`src/rtl/row_band_loader.sv`:
```
// Collects a raster pixel stream into a FILTER_SIZE-row band for the window-shift stage,
// primes and scans that stage, then slides the band down one image row per returned new_buffer.
module row_band_loader #(
   parameter int IMAGE_WIDTH  = 5,
   parameter int IMAGE_HEIGHT = 5,
   parameter int FILTER_SIZE  = 3
) (
   input  logic                                 clk,
   input  logic                                 rst,
   input  logic                                 pix_valid,
   input  logic [7:0]                           pix_data,
   output logic                                 pix_ready,
   input  logic                                 new_buffer,
   output logic [FILTER_SIZE*IMAGE_WIDTH*8-1:0] row_buffer_out,
   output logic                                 shift_en,
   output logic                                 shift_buffer,
   output logic                                 frame_done
);

   localparam int COL_W = (IMAGE_WIDTH > 1) ? $clog2(IMAGE_WIDTH) : 1;
   localparam int ROW_W = $clog2(IMAGE_HEIGHT + 1);
   localparam logic [COL_W-1:0] COL_LAST      = COL_W'(IMAGE_WIDTH - 1);
   localparam logic [COL_W-1:0] COL_ONE       = COL_W'(1);
   localparam logic [ROW_W-1:0] ROW_ONE       = ROW_W'(1);
   localparam logic [ROW_W-1:0] ROW_FILL_LAST = ROW_W'(FILTER_SIZE - 1);
   localparam logic [ROW_W-1:0] ROW_FRAME_END = ROW_W'(IMAGE_HEIGHT);

   typedef enum logic [2:0] {
      S_FILL,
      S_PRIME,
      S_SCAN,
      S_LOAD,
      S_DONE
   } state_t;

   state_t             state_q, state_d;
   logic [COL_W-1:0]   col_q, col_d;
   logic [ROW_W-1:0]   row_q, row_d;
   logic [7:0]         band_q [FILTER_SIZE][IMAGE_WIDTH];
   logic [7:0]         band_d [FILTER_SIZE][IMAGE_WIDTH];
   logic               accept;
   logic               last_col;

   always_comb begin
      state_d  = state_q;
      col_d    = col_q;
      row_d    = row_q;
      band_d   = band_q;
      accept   = pix_valid && (state_q == S_FILL || state_q == S_LOAD);
      last_col = (col_q == COL_LAST);

      case (state_q)
         S_FILL: begin
            if (accept) begin
               for (int r = 0; r < FILTER_SIZE; r++) begin
                  for (int c = 0; c < IMAGE_WIDTH; c++) begin
                     if (r == int'(row_q) && c == int'(col_q)) begin
                        band_d[r][c] = pix_data;
                     end
                  end
               end
               if (last_col) begin
                  col_d = '0;
                  row_d = row_q + ROW_ONE;
                  if (row_q == ROW_FILL_LAST) begin
                     state_d = S_PRIME;
                  end
               end else begin
                  col_d = col_q + COL_ONE;
               end
            end
         end
         S_PRIME: begin
            state_d = S_SCAN;
         end
         S_SCAN: begin
            if (new_buffer) begin
               if (row_q == ROW_FRAME_END) begin
                  state_d = S_DONE;
               end else begin
                  // Slide the band up so the oldest row drops out; the new row lands at the bottom.
                  state_d = S_LOAD;
                  col_d   = '0;
                  for (int r = 0; r < FILTER_SIZE - 1; r++) begin
                     band_d[r] = band_q[r + 1];
                  end
                  for (int c = 0; c < IMAGE_WIDTH; c++) begin
                     band_d[FILTER_SIZE-1][c] = 8'h00;
                  end
               end
            end
         end
         S_LOAD: begin
            if (accept) begin
               for (int c = 0; c < IMAGE_WIDTH; c++) begin
                  if (c == int'(col_q)) begin
                     band_d[FILTER_SIZE-1][c] = pix_data;
                  end
               end
               if (last_col) begin
                  col_d   = '0;
                  row_d   = row_q + ROW_ONE;
                  state_d = S_PRIME;
               end else begin
                  col_d = col_q + COL_ONE;
               end
            end
         end
         S_DONE: begin
            col_d   = '0;
            row_d   = '0;
            state_d = S_FILL;
         end
         default: begin
            state_d = S_FILL;
         end
      endcase
   end

   always_ff @(posedge clk or negedge rst) begin
      if (!rst) begin
         state_q <= S_FILL;
         col_q   <= '0;
         row_q   <= '0;
         for (int r = 0; r < FILTER_SIZE; r++) begin
            for (int c = 0; c < IMAGE_WIDTH; c++) begin
               band_q[r][c] <= 8'h00;
            end
         end
      end else begin
         state_q <= state_d;
         col_q   <= col_d;
         row_q   <= row_d;
         band_q  <= band_d;
      end
   end

   // Handshake outputs are forced low while reset is held, even though the state already reads FILL.
   assign pix_ready    = rst && (state_q == S_FILL || state_q == S_LOAD);
   assign shift_en     = rst && (state_q == S_PRIME);
   assign shift_buffer = rst && (state_q == S_SCAN) && !new_buffer;
   assign frame_done   = (state_q == S_DONE);

   generate
      for (genvar gr = 0; gr < FILTER_SIZE; gr++) begin : g_row
         for (genvar gc = 0; gc < IMAGE_WIDTH; gc++) begin : g_col
            assign row_buffer_out[(gr*IMAGE_WIDTH+gc)*8 +: 8] = band_q[gr][gc];
         end
      end
   endgenerate

endmodule

```
`config.mk`:
```
export PLATFORM = sky130hd
export DESIGN_NAME = row_band_loader
export DESIGN_NICKNAME = d
export VERILOG_FILES = /design/src/rtl/row_band_loader.sv
export SDC_FILE = /design/constraint.sdc
export NUM_CORES = 1
export LEC_CHECK = 0
export ABC_AREA = 1
export CAP_MARGIN = 20
export CORE_AREA = 2 2 112 114
export CTS_BUF_LIST = sky130_fd_sc_hd__clkbuf_4
export CTS_CLUSTER_SIZE = 14
export DETAILED_ROUTE_END_ITERATION = 7
export DIE_AREA = 0 0 114 116
export PLACE_DENSITY = 0.93
export SYNTH_ARGS = -nofsm -noshare
export SYNTH_HDL_FRONTEND = slang
export SYNTH_SLANG_ARGS = --single-unit
```
`constraint.sdc`:
```
create_clock -name clk -period 3.6 [get_ports clk]
set_input_delay 0.54 -clock clk [delete_from_list [all_inputs] [get_ports clk]]
set_output_delay 0.54 -clock clk [all_outputs]
set_load 0.005 [all_outputs]
```
## After elaboration in Yosys (flattened, before gate mapping)

Cells that the tools add are included.

| storage, ports and cells | value |
|---|---|
| flip-flop bits (word level) | 129 |
| input port bits | 12 |
| output and inout bits | 124 |

| cells by class | value |
|---|---|
| $add $sub $neg | 2 |
| equal/unequal tests | 42 |
| mux-type cells | 42 |
| reductions and logical operators | 48 |

Operators with widths:

| kind | number |
|---|---|
| $mux 120 | 3 |
| $mux 8 | 20 |
| $pmux 80 s2 | 1 |
| $pmux 40 s3 | 1 |
| $ne 2x2->1 const B | 27 |
| $reduce_and 5->1 | 10 |
| $mux 40 | 1 |
| $mux 3 | 13 |
| $reduce_and 7->1 | 5 |
| $logic_and 1x1->1 | 20 |
| $eq 3x3->1 const A | 4 |
| $pmux 3 s4 | 1 |
| $eq 3x2->1 const B | 3 |
| $eq 3x3->1 const B | 3 |
| $logic_not 3->1 | 3 |
| $pmux 3 s3 | 1 |
| $add 3x1->3 const B | 2 |
| $eq 2x3->1 const A | 2 |
| $pmux 3 s2 | 1 |
| $reduce_and 6->1 | 1 |
| $reduce_bool 3->1 | 2 |
| $ne 2x1->1 const B | 2 |
| $reduce_and 4->1 | 1 |
| $reduce_bool 2->1 | 2 |
| 5 further kinds | 5 |

## Logic depth before layout (Yosys ltp)

Gate-level depths: netlist of run 1.

| depth | value |
|---|---|
| depth after elaboration | 5 |
| gate-level depth with buffers | 11 |
| depth with buffers taken out | 11 |

## Least setup slack after synthesis of run 1

Ideal clock, no wire load.

| path | value |
|---|---|
| path type | register to register |
| from | reg row_q[0] |
| to | reg band_q, in the netlist row_buffer_out[100] |
| data arrival time | 1,512 ps |
| slack | 1,972 ps |
| stages on the path, launching flop included | 12 |
| buffers on the path | 0 |
| period minus slack after synthesis | 1,628 ps |
| cells stage by stage | dfrtp_1 > inv_1 > ha_1 > inv_1 > nor2_1 > nand2_1 > nand2_1 > nand2_1 > nor2_2 > nand2_2 > nand2_1 > nand2_1 |

| on the way | value |
|---|---|
| word-level cells in the longest chain between the ends | 4 |
| elaborated cells between the ends (all ways) | 6 |
| those cells by class | eq/ne (4); reduce/logical (2) |

RTL lines:

| element | line | source |
|---|---|---|
| from (decl) | 38 | `logic [ROW_W-1:0] row_q, row_d;` |
| from (signal assigned) | 133 | `row_q <= row_d;` |
| $eq 3x3->1 | 57 | `if (r == int'(row_q) && c == int'(col_q)) begin` |
| $logic_and 1x1->1 | 57 |  |
| $ne 2x2->1 (no line) | n/a |  |
| $reduce_and 7->1 (no line) (*) | n/a |  |
| to (signal assigned) | 134 | `band_q <= band_d;` |
| to (decl) | 39 | `logic [7:0] band_q [FILTER_SIZE][IMAGE_WIDTH];` |

Mark *: on every way between the ends. The rest lies on a longest branch, timed or not.
A chain may end at the register's enable or synchronous reset.

## Worst setup path after layout of run 1

| path | value |
|---|---|
| from | reg state_q[0] |
| to | out pix_ready |

| on the way | value |
|---|---|
| word-level cells in the longest chain between the ends | 3 |
| elaborated cells between the ends (all ways) | 4 |
| those cells by class | eq/ne (1); reduce/logical (3) |

RTL lines:

| element | line | source |
|---|---|---|
| from (decl) | 36 | `state_t state_q, state_d;` |
| from (signal assigned) | 131 | `state_q <= state_d;` |
| $eq 3x2->1 / $logic_not 3->1 (equally long branches) | 139 | `assign pix_ready = rst && (state_q == S_FILL \|\| state_q == S_LOAD);` |
| $logic_or 1x1->1 (*) | 139 |  |
| $logic_and 1x1->1 (*) | 139 |  |
| to (decl) | 12 | `output logic pix_ready,` |

Marks and branches as above.

==> results of run 1 <==
[area by class of cell]
cell class / instances / area, um2
Timing Repair Buffer: 145 / 1440
Multi-Input combinational cell: 668 / 3000
Clock buffer: 19 / 143
Inverter: 33 / 124
Clock inverter: 13 / 116
Fill cell: 959 / 3680
Antenna cell: 1 / 2.50
Tap cell: 147 / 184
Sequential cell: 129 / 3230
[worst max-delay path: stages (launching register included)]
cell             delay, ns
dfrtp_1               0.52
nor2_2                0.20
nand2_1               0.29
nand2_2               0.19
inv_1                 0.05
nor2_1                0.08
clkdlybuf4s50_1       0.51
[worst paths after layout]
path                                     from  cells past startpoint                  end  slack [ns]
min                                       rst                      2  row_buffer_out[110]        0.17
min reg2reg                row_buffer_out[30]                      2   row_buffer_out[30]        0.48
min in group clk           row_buffer_out[30]                      2   row_buffer_out[30]        0.48
max in group asynchronous                 rst                      2   row_buffer_out[63]        2.76
max                                state_q[0]                      6            pix_ready        0.66
max reg2reg                        state_q[0]                      9  row_buffer_out[105]        1.39
[kinds of logic after synthesis]
kind of cell               after synthesis  synth area share, %
xor gates and xnor gates                 1                0.135
adders and majority gates                9                 1.73
buffers and inverters                   67                 4.52
AOI/OAI and AO/OA                       20                 1.54
DFF                                    129                 49.6
and+or+nand+nor                        638                 42.5
[state kept, by name, summed over array words and instances, names as in the netlist]
register and cells:
state_q 3, row_q 3, row_buffer_out 120, col_q 3
[per-stage QoR]
| step | utilization, % | instances |
|---|---|---|
| finish | 69.1 | 1155 |
| floorplan | - | 864 |
| detailed placement | 66.9 | 1122 |
| global placement | 66.9 | 1122 |
| CTS | 69.1 | 1154 |
| global route | 69.1 | 1154 |
[power groups by stage]
| stage | clock (uW) | sequential [uW] | combinational [uW] |
|---|---|---|---|
| floorplan | 0 | 2660 | 2660 |
| global placement | 0 | 2720 | 4530 |
| detailed placement | 0 | 2740 | 4700 |
| CTS | 917 | 2720 | 4720 |
| global route | 991 | 2800 | 5270 |
| finish | 914 | 2730 | 4730 |
[cell usage in the layout (no fill, tap or decap), types with 2 or more instances in the layout]
cell / Yosys / layout
dfrtp_1: 129 / 129
nor2_8: 2 / 2
nor2_2: 9 / 7
nor2_4: 11 / 13
inv_1: 31 / 31
clkdlybuf4s50_1: 0 / 134
ha_1: 9 / 9
clkinvlp_4: 0 / 5
a21oi_1: 11 / 11
clkinv_2: 0 / 2
nor2_1: 10 / 10
inv_2: 2 / 2
nand2_1: 458 / 458
nand2_2: 17 / 17
nand2_4: 4 / 4
nand3_1: 124 / 124
clkinv_4: 0 / 4
clkbuf_4: 0 / 19
buf_4: 1 / 10
o21ai_0: 8 / 8
[per-layer routing]
metal  global-route usage [%]  up-vias  wire length, um  part of all wire (%)
met5                        0        -                0                     0
met2                     45.8      305             8540                    47
met1                     38.0     2852             7400                    41
met3                     6.22       52             1650                   9.1
li1                         -     2975                -                     -
met4                     11.6        0              567                   3.1
==> impl_metrics.ini, run 1 <==
[logic_synthesis]
synthTopCellsByCount = nand2_1 (458), dfrtp_1 (129), nand3_1 (124)
synth_edf_count = 0
ys.flop_type = dfrtp_1
yosys.area.top_type = dfrtp_1
ys_top_cells_by_area = dfrtp_1 (50%), nand2_1 (26%), nand3_1 (9.5%)
synth_area_per_cell_um2 = 7.53
yosysMostFrequentCell = nand2_1
synthesis.nets = 885
synthCells = 864
netlist_area_mm2 = 0.00651
ys_ff_latch = 129
async_flop_share_pct = 100
seq_area_frac_synth_pct = 49.6
synth_top_area_share_pct = 49.6
synth_cell_types = 25
yosysWarningCount = 0

[cells_and_area]
nets = 1015
area_delta_synth_final_pct = 26.4
final_area_mm2 = 0.00823
drive_gt1_share_pct = 8.74

[power_and_ir_drop]
pwr-share-seq_pct = 32.6
ir_drop_mv = 0.783
power.leakage_uw = 0.00434
p_sw_uw = 3850
power_uw = 8370
clkPwrFrac_pct = 10.9
p_int_uw = 4520
power_density_mw_per_mm2 = 1020
pwr-share-comb_pct = 56.5
p_sw_share_pct = 46.0

[critical_path]
worst-setup-path-type = reg2out
critPathCaptureType = output port
cp.required_ns = 3.06
critPathArrivalTime_ns = 2.40
worstSetupStartpointType = flop
crit_fanout = 12

[min_path]
hold_path_class = in2async

[drt]
drt-initial-drc-count = 658
firstDrtPassIters = 5
wl_per_cell_um = 15.7
vias_per_cell = 5.35
drc = 0
num_vias = 6184
ant_nets = 0
wl_um = 18200

[run]
cap_viol_max_count = 0

[sta]
finalCritPeriodShare_pct = 81.7
hold_violations = 0
slew_headroom_pct = 41.3
fin_tns_setup_ns = 0
fin_ws_ns = 0.658
fmax_mhz = 340
rsz0062_at_grt = no
whs_ns = 0.172
skew_ns = 0.0302
worst_slew_pin_slew_ns = 0.881
setup_viol = 0
slew_viol_final = 0
finalCriticalPeriod_ns = 2.94

[clock_tree]
h-tree-depth = 4
cts_made_buffers = 17
cts-hold-fix-buffers = 0
cts_buffer_depth = 2
clock-sinks = 129
cts.clk_slew.worst_paths_ns = 0.14
cts_resized = 0
post_cts_buffers = 0
clock_latency_ns = 0.56
root_buffer = clkbuf_4
cts_tree = yes

[placed_design]
numPortBuffers = 135
dp_hpwl_um = 12600
place.gp.congestion = 0.923
placed_cell_area_mm2 = 0.00797
pre_cts_ws_ns = 1.12

[floorplanning]
initial_core_util_pct = 54.7
die_area_mm2 = 0.0132
core_mm2 = 0.0119
ios = 136
fp.dieW_um = 114
die_h_um = 116
rows = 40

[global_route]
grt_pass1_wl_um = 29100
grt_overflow_total = 0
grt_usage_pct = 28.5
grt_pass1_vias = 5694
antenna_found_initial = 0
grt_max_degree = 83

[outcome]
status = finished, final reports clean
No activity file was read; power rests on OpenSTA's default activity.
==> run 2: changes to the inputs <==
Settings changed: CORE_AREA 2 2 112 114 to 2 2 120 122, DIE_AREA 0 0 114 116 to 0 0 122 124, PLACE_DENSITY 0.93 to 0.87.
Clock period 3.6 ns to 2.45 ns, I/O delays scaled along.
==> run 2 against run 1 <==
  * Core utilization shrank 7.9 points
  * Non-clock buffer count rose by 11
  * Largest power group unchanged
  * First-iteration DRC count rose by 9.6%
  * Worst hold slack improved by 0.30 ns
  * Register-to-register slack worse by 1.1 ns
  * Highest routed layer unchanged
  * Final area increased by 1.9%
  * Sequential share of layout area shrank 0.71 points
  * Die area is 14% higher
  * Clock skew is 0.012 ns lower
  * Clock power is 39% higher
  * Combinational power grew 51%
==> impl_metrics.ini, run 2 (synthesized netlist as in run 1, its figures left out) <==
[outcome]
status = finished, final reports clean

[global_route]
grtUsageMet3_pct = 4.81
grt_usage_pct = 25.4
antenna_found_initial = 0
grt_pass1_vias = 5531
busiest_layer = met2
grt_pass1_wl_um = 29200
grt_overflow_total = 0
grtUsageMet1_pct = 34.5
grt_max_degree = 130
gr-usage-met2_pct = 40.4

[sta]
skew_ns = 0.0181
setup_viol = 0
finalCriticalPeriod_ns = 2.39
finalCritPeriodShare_pct = 97.4
slew_headroom_pct = 54.5
whs_ns = 0.476
worst_slew_pin_slew_ns = 0.683
fmax_mhz = 419
slew_viol_final = 0
hold_violations = 0

[clock_tree]
cts_buffer_depth = 2
root_buffer = clkbuf_4
cts_tree = yes
clock-sinks = 129
h-tree-depth = 4
cts.clk_slew.worst_paths_ns = 0.11
cts_made_buffers = 17
clock_latency_ns = 0.56

[power_and_ir_drop]
ir_drop_mv = 1.12
power.leakage_uw = 0.00443
pwr-share-seq_pct = 32.1
p_sw_share_pct = 45.4
power_uw = 12400
p_sw_uw = 5630
power_density_mw_per_mm2 = 1480
p_int_uw = 6760
clkPwrFrac_pct = 10.3
pwr-share-comb_pct = 57.6

[critical_path]
critPathCaptureType = output port
crit_fanout = 10
cp.required_ns = 2.08
crit_start = state_q[0]
reg2reg_from = row_q[0]
worst-setup-path-type = reg2out
critPathArrivalTime_ns = 2.02
worstSetupStartpointType = flop

[cells_and_area]
area_delta_synth_final_pct = 28.9
layout_common_cells = nand2_1 (458), clkdlybuf4s50_1 (133), dfrtp_1 (127)
fin_util_pct = 61.2
final_cells = 1197
fillers = 1208
nets = 1026
largest_register_ffs = 120
layout_commonest_cell = nand2_1
diodes = 0
drive_gt1_share_pct = 9.54

[floorplanning]
core_mm2 = 0.0137
initial_core_util_pct = 47.5
rows = 43
die_area_mm2 = 0.0151
die_h_um = 124
fp.dieW_um = 122
ios = 136

[drt]
num_vias = 6215
vias_per_cell = 5.19
wl_um = 18700
wl_per_cell_um = 15.6
drt-initial-drc-count = 721
firstDrtPassIters = 5
drc = 0
ant_nets = 0

[run]
cap_viol_max_count = 0

[placed_design]
place.gp.congestion = 0.919
numPortBuffers = 135
dp_cells = 1161
dp_hpwl_um = 12800

[min_path]
min_from = row_buffer_out[33]
hold_path_class = reg2reg
run 2: changes by cell type in the layout (fill, tap and decap cells not counted), sizes merged:
cell	previous run	this run
buf	11	21
clkbuf	19	21
clkdlybuf4s50	134	133
clkinv	7	9
clkinvlp	5	0
diode	1	0
dlygate4sd3	0	1
dlymetal6s2s	0	1
run 2: worst max-delay path: stages (launching register included):
cell and delay, ns:
dfrtp_2 0.46, buf_4 0.17, inv_2 0.10, nand2_8 0.10
nor3_2 0.11, clkdlybuf4s50_1 0.51
run 2: metrics by stage:
stage | instance area (um2) | setup slack (ns) | TNS (ns)
after floorplan | 6510 | 0.822 | 0
final | 8390 | 0.0627 | 0
after global routing | 8390 | -0.00370 | -0.00433
after detailed placement | 8090 | 0.437 | 0
after CTS | 8350 | -0.00491 | -0.00491
after global placement | 8090 | 0.457 | 0
run 2: worst paths after layout:
| check | endpoint | slack (ns) | cells after the start |
|---|---|---|---|
| max | shift_buffer | 0.06 | 5 |
| min | row_buffer_out[33] | 0.48 | 2 |
| min in group asynchronous | row_buffer_out[12] | 0.49 | 3 |
| max in group asynchronous | state_q[1] | 1.44 | 3 |
| max reg2reg | row_buffer_out[99] | 0.33 | 11 |
| min reg2reg | row_buffer_out[33] | 0.48 | 2 |
run 2: layer usage:
| layer | vias up | routed length [um] | share of wire (%) |
|---|---|---|---|
| met4 | 0 | 444 | 2.4 |
| met3 | 38 | 1270 | 6.8 |
| li1 | 3002 | - | - |
| met2 | 272 | 8880 | 48 |
| met1 | 2903 | 8060 | 43 |
| met5 | - | 0 | 0 |
run 2: power groups by stage:
stage | Clock [uW] | Sequential (uW) | Combinational [uW]
5_1_grt | 1380 | 4090 | 7940
3_3_place_gp | 0 | 3990 | 6800
3_5_place_dp | 0 | 4010 | 7020
2_1_floorplan | 0 | 3900 | 3920
6_report | 1270 | 3980 | 7150
4_1_cts | 1280 | 3970 | 7060
run 2: timing repair:
action,in CTS,in global routing
setup endpoints to repair,2,2
gates cloned,0,0
buffers inserted,2,2
resized for setup,1,6
hold buffers,1,0
hold endpoints to repair,129,0
run 2: layout make-up:
cell class                 instances  area [um2]  area share [%]
clock buffer                      21         158            1.88
clock inverter                    10        70.1           0.835
inverter                          33         124            1.48
multi-input combinational        668        3020            36.0
sequential                       129        3230            38.5
tap                              180         225            2.68
timing repair buffer             156        1560            18.6
==> run 3: changes to the inputs <==
Settings changed: TNS_END_PERCENT from default to 20.
==> run 3 against run 2 <==
  * Clock skew rose by 0.00062 ns
  * Sequential cell count unchanged
  * Final cell count about the same
  * Critical path depth stayed put
  * Die area did not move
  * Maximum frequency is 2.1% lower
  * Sequential power is essentially flat
  * Final area shrank 0.31%
  * Register-to-register slack about the same
  * Combinational power down 0.8%
  * Critical endpoint unchanged
  * Non-clock buffer count is 1 lower
==> impl_metrics.ini, run 3 (synthesized netlist as in run 1, its figures left out) <==
[outcome]
status = finished, final reports clean

[sta]
hold_violations = 0
fmax_mhz = 410
skew_ns = 0.0187
slew_viol_final = 0
setup_viol = 0
slew_headroom_pct = 52.9
whs_ns = 0.462
worst_slew_pin_slew_ns = 0.707
rsz0062_at_grt = yes
fin_ws_ns = 0.0112
finalCriticalPeriod_ns = 2.44
finalCritPeriodShare_pct = 99.5

[drt]
drc = 0
wl_per_cell_um = 15.5
firstDrtPassIters = 5
vias_per_cell = 5.19
ant_nets = 0
drt-initial-drc-count = 678
wl_um = 18600
num_vias = 6211

[critical_path]
crit_chain = buf_4, inv_2, nand2_4, nor3_1, clkdlybuf4s50_1
cpPeakStageDelay_ns = 0.52
crit_end = shift_buffer
crit_fanout = 10
critPathArrivalTime_ns = 2.07
reg2reg_from = row_q[0]
r2r_cells = 11
critical-path-slowest-cell = clkdlybuf4s50_1
crit_start = state_q[0]
timing.reg2reg.setup_slack_ns = 0.34
worst-setup-path-type = reg2out
critPathCaptureType = output port
cp.required_ns = 2.08
worst_r2r_endpoint = row_buffer_out[99]
worstSetupStartpointType = flop

[clock_tree]
cts_tree = yes
root_buffer = clkbuf_4
h-tree-depth = 4
cts_buffer_depth = 2
clock_latency_ns = 0.56
cts.clk_slew.worst_paths_ns = 0.11
clock-sinks = 129
cts_made_buffers = 17

[power_and_ir_drop]
power_uw = 12400
pwr-share-seq_pct = 32.3
power.leakage_uw = 0.00442
p_sw_uw = 5610
ir_drop_mv = 1.09
clkPwrFrac_pct = 10.3
pwr-share-comb_pct = 57.4
power_density_mw_per_mm2 = 1480
p_sw_share_pct = 45.4
p_int_uw = 6750

[placed_design]
dp_cells = 1161
place.gp.congestion = 0.919
pre_cts_ws_ns = 0.437
numPortBuffers = 135
dp_hpwl_um = 12800

[floorplanning]
core_mm2 = 0.0137
rows = 43
die_area_mm2 = 0.0151
die_h_um = 124
initial_core_util_pct = 47.5
fp.dieW_um = 122
ios = 136

[cells_and_area]
area_delta_synth_final_pct = 28.5
fillers = 1215
nets = 1025
diodes = 0
final_cells = 1196
fin_util_pct = 61.0
drive_gt1_share_pct = 9.35
largest_register_ffs = 120
layout_common_cells = nand2_1 (458), clkdlybuf4s50_1 (133), dfrtp_1 (127)
layout_commonest_cell = nand2_1

[min_path]
hold_path_class = in2async

[run]
cap_viol_max_count = 0

[global_route]
grt_usage_pct = 25.4
grt_pass1_wl_um = 29200
grt_overflow_total = 0
antenna_found_initial = 0
grt_pass1_vias = 5531
grt_max_degree = 130
run 3: changes by cell type in the layout (fill, tap and decap cells not counted), sizes merged:
cell / change
buf: -1
run 3: how the worst min path moves through the flow:
stage                                  start            endpoint  depth (start not counted)
after floorplan                          rst            col_q[0]                          0
after global placement    row_buffer_out[12]  row_buffer_out[12]                          2
after detailed placement  row_buffer_out[37]  row_buffer_out[37]                          2
after CTS                 row_buffer_out[37]  row_buffer_out[37]                          2
after global routing                     rst  row_buffer_out[53]                          3
final                                    rst  row_buffer_out[33]                          3
run 3: timing repair:
action | CTS | global route
setup buffers | 2 | 1
endpoints found under the setup margin | 2 | 2
resized for setup | 1 | 3
hold buffers | 1 | 0
endpoints found under the hold margin | 129 | 0
run 3: power groups by stage:
| stage | Sequential (uW) | Combinational (uW) | Clock (uW) |
|---|---|---|---|
| global route | 4100 | 7900 | 1380 |
| CTS | 3970 | 7060 | 1280 |
| global placement | 3990 | 6800 | 0 |
| floorplan | 3900 | 3920 | 0 |
| detailed placement | 4010 | 7020 | 0 |
| finish | 3990 | 7090 | 1280 |
run 3: cell type report:
class | count | area [um2] | share of cell area [%]
multi-input combinational | 668 | 3000 | 35.9
timing repair buffer | 155 | 1550 | 18.6
clock buffer | 21 | 158 | 1.88
tap | 180 | 225 | 2.69
clock inverter | 10 | 70.1 | 0.838
sequential | 129 | 3230 | 38.6
inverter | 33 | 124 | 1.48
run 3: per-stage QoR:
| stage | cell area, um2 | setup TNS [ns] |
|---|---|---|
| 6_report | 8360 | 0 |
| 5_1_grt | 8360 | -0.0497 |
| 3_5_place_dp | 8090 | 0 |
| 3_3_place_gp | 8090 | 0 |
| 2_1_floorplan | 6510 | 0 |
| 4_1_cts | 8350 | -0.00491 |
run 3: metal layers:
metal | routed length (um) | track usage [%]
met1 | 8020 | 34.5
met2 | 8860 | 40.4
met4 | 437 | 9.91
met5 | 0 | 0
met3 | 1250 | 4.81
run 3: critical path: cells and delay by family, from the launching register on:
| family | cells | cell delay [ns] |
|---|---|---|
| buffers and inverters | 3 | 0.76 |
| flip-flops | 1 | 0.46 |
| AND/OR/NAND/NOR | 2 | 0.27 |
